<file path="config.mk">
export PLATFORM = sky130hd
export DESIGN_NAME = ram_dual_stream_ctrl
export DESIGN_NICKNAME = d
export VERILOG_FILES = /design/src/rtl/ram_dual_stream_ctrl.sv
export SDC_FILE = /design/constraint.sdc
export NUM_CORES = 1
export LEC_CHECK = 0
export CAP_MARGIN = 40
export CORE_ASPECT_RATIO = 1.5
export CORE_MARGIN = 2
export CORE_UTILIZATION = 40
export CTS_CLUSTER_DIAMETER = 60
export CTS_CLUSTER_SIZE = 40
export DETAILED_ROUTE_END_ITERATION = 10
export PLACE_DENSITY = 0.75
export SYNTH_ARGS = -nofsm -noshare
export SYNTH_HDL_FRONTEND = slang
export SYNTH_SLANG_ARGS = --single-unit
</file>
<file path="constraint.sdc">
create_clock -name clk -period 5.4 [get_ports clk]
set_input_delay 0.81 -clock clk [delete_from_list [all_inputs] [get_ports clk]]
set_output_delay 0.81 -clock clk [all_outputs]
set_load 0.05 [all_outputs]
</file>
<file path="src/rtl/ram_dual_stream_ctrl.sv">
// Word-in / halfword-out stream buffer that sequences one ram_dual instance.
// Producer words are written whole; the consumer receives the high half first,
// then the low half. A halfword currently held in out_data is not counted in level.
module ram_dual_stream_ctrl #(
    parameter int unsigned DEPTH = 4,
    parameter int unsigned WIDTH = 8
) (
    input  logic                 clk,
    input  logic                 reset,
    input  logic                 flush,
    input  logic                 in_valid,
    output logic                 in_ready,
    input  logic [WIDTH-1:0]     in_data,
    output logic                 out_valid,
    input  logic                 out_ready,
    output logic [WIDTH/2-1:0]   out_data,
    output logic [DEPTH+1:0]     level,
    output logic                 ram_wr_en,
    output logic [WIDTH-1:0]     ram_din,
    output logic [DEPTH-1:0]     ram_writeAddr,
    output logic [DEPTH:0]       ram_readAddr,
    input  logic [WIDTH/2-1:0]   ram_dout
);

    // Highest level at which a full word (two halfwords) still fits.
    localparam logic [DEPTH+1:0] WrLimit = {1'b0, {DEPTH{1'b1}}, 1'b0};

    typedef enum logic [1:0] {StIdle, StWait, StHold} state_e;

    state_e               state_q;
    logic [DEPTH-1:0]     wptr_q, wptr_d;
    logic [DEPTH:0]       rptr_q, rptr_d;
    logic [DEPTH+1:0]     count_q, count_d;
    logic                 out_valid_q;
    logic [WIDTH/2-1:0]   out_data_q;
    logic                 wr;
    logic                 issue;

    assign in_ready      = ~reset & ~flush & (count_q <= WrLimit);
    assign ram_wr_en     = wr;
    assign ram_din       = in_data;
    assign ram_writeAddr = wptr_q;
    assign ram_readAddr  = rptr_q;
    assign out_valid     = out_valid_q;
    assign out_data      = out_data_q;
    assign level         = count_q;

    // Handshakes, read issue decision and next pointer/level values.
    // Issue looks only at the registered count, so a read never hits the word
    // being written in the same cycle.
    always_comb begin
        wr     = in_valid & in_ready;
        issue  = 1'b0;
        if (count_q != '0) begin
            if (state_q == StIdle) begin
                issue = 1'b1;
            end else if (state_q == StHold && out_ready) begin
                issue = 1'b1;
            end
        end
        wptr_d  = wptr_q;
        rptr_d  = rptr_q;
        count_d = count_q;
        if (wr) begin
            wptr_d  = wptr_q + 1'b1;
            count_d = count_d + 2'd2;
        end
        if (issue) begin
            rptr_d  = rptr_q + 1'b1;
            count_d = count_d - 1'b1;
        end
    end

    // State update: reset clears everything, flush clears all but out_data,
    // otherwise advance pointers and the read FSM.
    always_ff @(posedge clk) begin
        if (reset) begin
            wptr_q      <= '0;
            rptr_q      <= '0;
            count_q     <= '0;
            state_q     <= StIdle;
            out_valid_q <= 1'b0;
            out_data_q  <= '0;
        end else if (flush) begin
            wptr_q      <= '0;
            rptr_q      <= '0;
            count_q     <= '0;
            state_q     <= StIdle;
            out_valid_q <= 1'b0;
        end else begin
            wptr_q  <= wptr_d;
            rptr_q  <= rptr_d;
            count_q <= count_d;
            unique case (state_q)
                StIdle: begin
                    if (issue) begin
                        state_q <= StWait;
                    end
                end
                StWait: begin
                    out_data_q  <= ram_dout;
                    out_valid_q <= 1'b1;
                    state_q     <= StHold;
                end
                StHold: begin
                    if (out_ready) begin
                        out_valid_q <= 1'b0;
                        state_q     <= issue ? StWait : StIdle;
                    end
                end
                default: begin
                    out_valid_q <= 1'b0;
                    state_q     <= StIdle;
                end
            endcase
        end
    end

endmodule

</file>
-- Word level (Yosys, flattened, before mapping)
Index checks and enable logic that the tools add are counted.
- register bits after elaboration: 22
- bits in latches: 0
- bits in writable memories: 0
- ROM bits: 0
- word-level logic and storage cells: 39
- memories: 0
- $add $sub $neg: 4
- multiply operators: 0
- divide/modulo/power cells: 0
- magnitude comparators: 1
- eq/ne operators: 4
- shift operators: 0
- mux-type cells: 11
- bitwise gates (word level): 6
- reductions and logical operators: 7
- operators with widths (cell ; count):
    two-way mux 6 bit ; 2
    adder 6 x 2 -> 6 bit, second input constant ; 1
    <= comparator 6 x 5 -> 1 bit, second input constant ; 1
    case mux 2 bit (3 select lines) ; 1
    AND reduction 2 bit ; 3
    nonzero test 6 bit ; 1
    subtractor 6 x 1 -> 6 bit, second input constant ; 1
    adder 5 x 1 -> 5 bit, second input constant ; 1
    two-way mux 1 bit ; 5
    adder 4 x 1 -> 4 bit, second input constant ; 1
    two-way mux 2 bit ; 2
    != test 2 bit, second input constant ; 2
    bitwise AND 1 bit ; 3
    inverter 1 bit ; 3
    case mux 1 bit (3 select lines) ; 1
    equality test 2 x 1 -> 1 bit, second input constant ; 1
    equality test 2 bit, second input constant ; 1
    logical NOT 2 bit ; 1
    OR reduction 2 bit ; 1
    logical AND 1 bit ; 1

-- Longest topological paths before layout
- word-level depth: 8
- mapped depth: 8

-- Least setup slack after synthesis
Ideal clock, no wire load.
- kind: input-to-output
- start: in flush
- end: out in_ready
- arrival: 2.429 ns
- path slack: 2.161 ns
- stages: 3
- buffers on the path: 1
- cell sequence: or2_2 -> buf_6 -> a211oi_1
- cells in the longest elaborated chain, start to end: 3
- RTL lines (item ; line ; RTL):
    from (decl) ; 10 ; input logic flush,
    inverter 1 bit (no line) ; n/a ;
    bitwise AND 1 bit (2 in series) ; 39 ; assign in_ready = ~reset & ~flush & (count_q <= WrLimit);
    to (decl) ; 12 ; output logic in_ready,
No other way between the ends.

-- Worst setup path after layout
- start: in reset
- end: out ram_wr_en
- cells in the longest elaborated chain, start to end: 4
- RTL lines (item ; line ; RTL):
    from (decl) ; 9 ; input logic reset,
    inverter 1 bit ; 39 ;
    bitwise AND 1 bit (2 in series) ; 39 ;
    bitwise AND 1 bit ; 52 ; wr = in_valid & in_ready;
    to (decl) ; 18 ; output logic ram_wr_en,
No other way between the ends.

==> results.ini <==
[detailed_routing]
vias=992
firstDrtPassIters=4
ant_nets=0
totalWireLength_um=2580
drc_errors=0
wl_per_cell_um=13.9
avgViaCountPerCell=5.33
drtIter0Drc=31

[yosys]
postSynthCellCount=126
syn_nets=147
ys_ff_latch=22
ys_seq_area_share_pct=38.4
syn_area_per_cell_um2=9.11
ys_warn_count=0
ys_types=36
synth_area_mm2=0.00115

[timing]
slew_violations=0
fin_crit_ns=3.91
setup_violations=0
slew_headroom_pct=47.8
tightest_slew_ns=0.772
skew_ns=0.00350
rsz0062_at_grt=false
fmax_ghz=0.256
tns_ns=0
min_period_over_period_pct=72.4
hold_viol_final=0

[power_and_ir_drop]
power_frac_clock_pct=18.1
power.static_leakage_nw=0.544
switching_share_pct=46.4
seqPwrFrac_pct=28.2
power_switching_uw=397
combinationalPowerShare_pct=53.7
intPower_uw=458
vdd_ir_drop_max_uv=343
power.density_mw_per_mm2=576

[clocking]
cts_max_level=1
clkLatencyLatePin_ns=0.27
cts_buffer_depth=2
clkTransAtPathRegs_ns=0.08
cts_tree=yes
clock-root-buffer=clkbuf_8
hold_buffers=0
cts.sinks=22
cts_setup_buffers=0
cts-resized-gates=0
numCtsBuffers=3

[die]
chipWidth_um=47.7
die_h_um=69.6
pin_count=47
die_area_mm2=0.00332
start_util_pct=42.4
rows=23
fp.coreArea_mm2=0.00271

[worst_setup_path]
critPathLaunch=reset
critical_path_class=input port to output pin
crit_arrival_ns=3.10
crit_path_max_incr_delay_ns=0.87
start_kind=input port
path_cells=clkdlybuf4s50_1 -> or4b_4 -> a21oi_4 -> clkdlybuf4s50_1
cpMaxStageDelayCell=clkdlybuf4s50_1
cp.depth=4
worstPathRequired_ns=4.59
critical-path-top-delay-family=buffers and inverters
rrSetupSlack_ns=2.90
critPathCaptureType=output pin
r2r-start=level[5]
cpMostUsedCell=clkdlybuf4s50_1
worst-r2r-cell-count=7
r2r_end=level[4]
crit_path_max_fanout=8
worst-path-buf-inv=2
cp-endpoint=ram_wr_en

[flow_run]
cap_viol_max_count=0

[grt]
grt_use_total_pct=18.2
grt.busiest_layer=met2
grt_util_met2_pct=28.4
met1_usage_pct=23.7
use_met3_pct=2.86
grt_pass1_vias=1049
grt_pass1_wl_um=4600
grt_overflow=0
antenna_found_initial=0
grt_max_degree=19

[outcome]
status=completed

[cells_and_area]
nets=171
n_antenna_cell=0
final_area_mm2=0.00149
fin_cells=186
drive_gt1_share_pct=8.72
syn_to_final_growth_pct=29.6
n_fill_cell=268

[placement]
dpl.cell_count=182
placed_area_mm2=0.00142
place_congestion=0.872
dp_hpwl_um=1950
port_buffers=30

[min_path]
min_path_type=register to register

metal layers:
| metal | share of wire, % | up-vias |
|---|---|---|
| li1 | - | 480 |
| met2 | 52 | 23 |
| met3 | 3.5 | 7 |
| met5 | 0 | - |
| met4 | 1.7 | 0 |
| met1 | 42 | 482 |
layout by cell type, fill, tap and decap left out:
master,synthesis,routed
a211oi_1,3,3
a21oi_1,6,6
a21oi_2,1,1
a21oi_4,1,1
a31o_2,1,1
a31oi_4,1,1
and2_1,2,2
and2_2,1,1
and3_1,1,1
and3_2,1,1
and4_1,1,1
and4_2,1,1
bufinv_16,0,1
clkbuf_8,0,3
clkdlybuf4s50_1,0,30
dfxtp_1,22,22
ha_1,4,4
inv_1,2,2
mux2i_1,6,6
nand2_1,7,7
nand2b_1,2,2
nand3_1,6,6
nand4_1,3,3
nor2_1,20,20
nor3_1,2,2
nor3b_1,1,1
nor4b_1,1,1
o2111ai_1,1,1
o211a_1,1,1
o21ai_0,1,1
o31ai_1,2,2
or2_2,1,1
or4_1,2,2
or4b_4,1,1
xnor2_1,2,2
xor2_1,8,8
logic make-up (layout without fill, tap and decap cells):
group           count (synthesis)  in the layout  synth area share (%)
xor+xnor                       10             10                  7.63
fa+ha+maj                       4              4                  4.36
compound gates                 18             18                  12.8
mux                             6              6                  5.23
buf+inv                        13             36                  7.53
flops                          22             22                  38.4
simple gates                   53             53                  24.1
power by group through the flow:
stage          registers (mW)  clock network [mW]  logic [mW]
3_3_place_gp            0.242                   0       0.439
5_1_grt                 0.249               0.162       0.502
6_report                0.241               0.155       0.459
4_1_cts                 0.241               0.157       0.460
2_1_floorplan           0.330                   0       0.260
3_5_place_dp            0.244                   0       0.457
cells in the mapped netlist:
cell | instances | area, um2
a21oi_4 | 1 | 16.3
nand3_1 | 6 | 30.0
buf_4 | 8 | 60.1
and3_1 | 1 | 6.26
nand2_1 | 7 | 26.3
a31oi_4 | 1 | 21.3
or4_1 | 2 | 15.0
inv_1 | 2 | 7.51
o31ai_1 | 2 | 15.0
xnor2_1 | 2 | 17.5
and4_1 | 1 | 8.76
nor3b_1 | 1 | 7.51
a21oi_2 | 1 | 8.76
or2_2 | 1 | 6.26
mux2i_1 | 6 | 60.1
a31o_2 | 1 | 8.76
nand2b_1 | 2 | 12.5
and2_2 | 1 | 7.51
o2111ai_1 | 1 | 8.76
and3_2 | 1 | 7.51
and2_1 | 2 | 12.5
nor3_1 | 2 | 10.0
buf_6 | 1 | 11.3
dfxtp_1 | 22 | 440
a211oi_1 | 3 | 22.5
o21ai_0 | 1 | 5.00
and4_2 | 1 | 10.0
a21oi_1 | 6 | 30.0
or4b_4 | 1 | 13.8
nand4_1 | 3 | 18.8
nor2_1 | 20 | 75.1
o211a_1 | 1 | 10.0
nor4b_1 | 1 | 8.76
clkbuf_1 | 2 | 7.51
xor2_1 | 8 | 70.1
ha_1 | 4 | 50.1
how the worst min path moves through the flow:
stage / startpoint / endpoint / slack, ns / depth (start not counted)
finish: out_valid / out_valid / 0.50 / 1
global route: level[0] / level[0] / 0.53 / 2
CTS: out_data[1] / out_data[1] / 0.51 / 2
detailed placement: out_data[1] / out_data[1] / 0.49 / 2
global placement: out_data[3] / out_data[3] / 0.48 / 2
floorplan: state_q[1] / state_q[1] / 0.54 / 2
registers in the layout, indices dropped and copies added, names as in the netlist:
| signal | flops |
|---|---|
| level | 6 |
| out_data | 4 |
| out_valid | 1 |
| ram_readAddr | 5 |
| ram_writeAddr | 4 |
| state_q | 2 |
cell type report:
class	count	area (um2)	share of cell area (%)
Inverter	2	7.51	0.505
Tap cell	37	46.3	3.11
Multi-Input combinational cell	91	621	41.8
Sequential cell	22	440	29.6
Clock buffer	3	41.3	2.78
Clock inverter	1	30.0	2.02
Timing Repair Buffer	30	300	20.2
per-stage QoR:
stage / hold WS (ns) / total power, mW / setup WS [ns] / utilization [%]
CTS: 0.506 / 0.858 / 1.47 / 54.9
finish: 0.502 / 0.856 / 1.49 / 54.9
floorplan: 0.537 / 0.589 / 2.16 / -
detailed placement: 0.486 / 0.701 / 1.48 / 52.3
global placement: 0.480 / 0.682 / 1.50 / 52.3
global route: 0.527 / 0.913 / 1.40 / 54.9
Note: power is estimated with default switching activity, not from simulation.
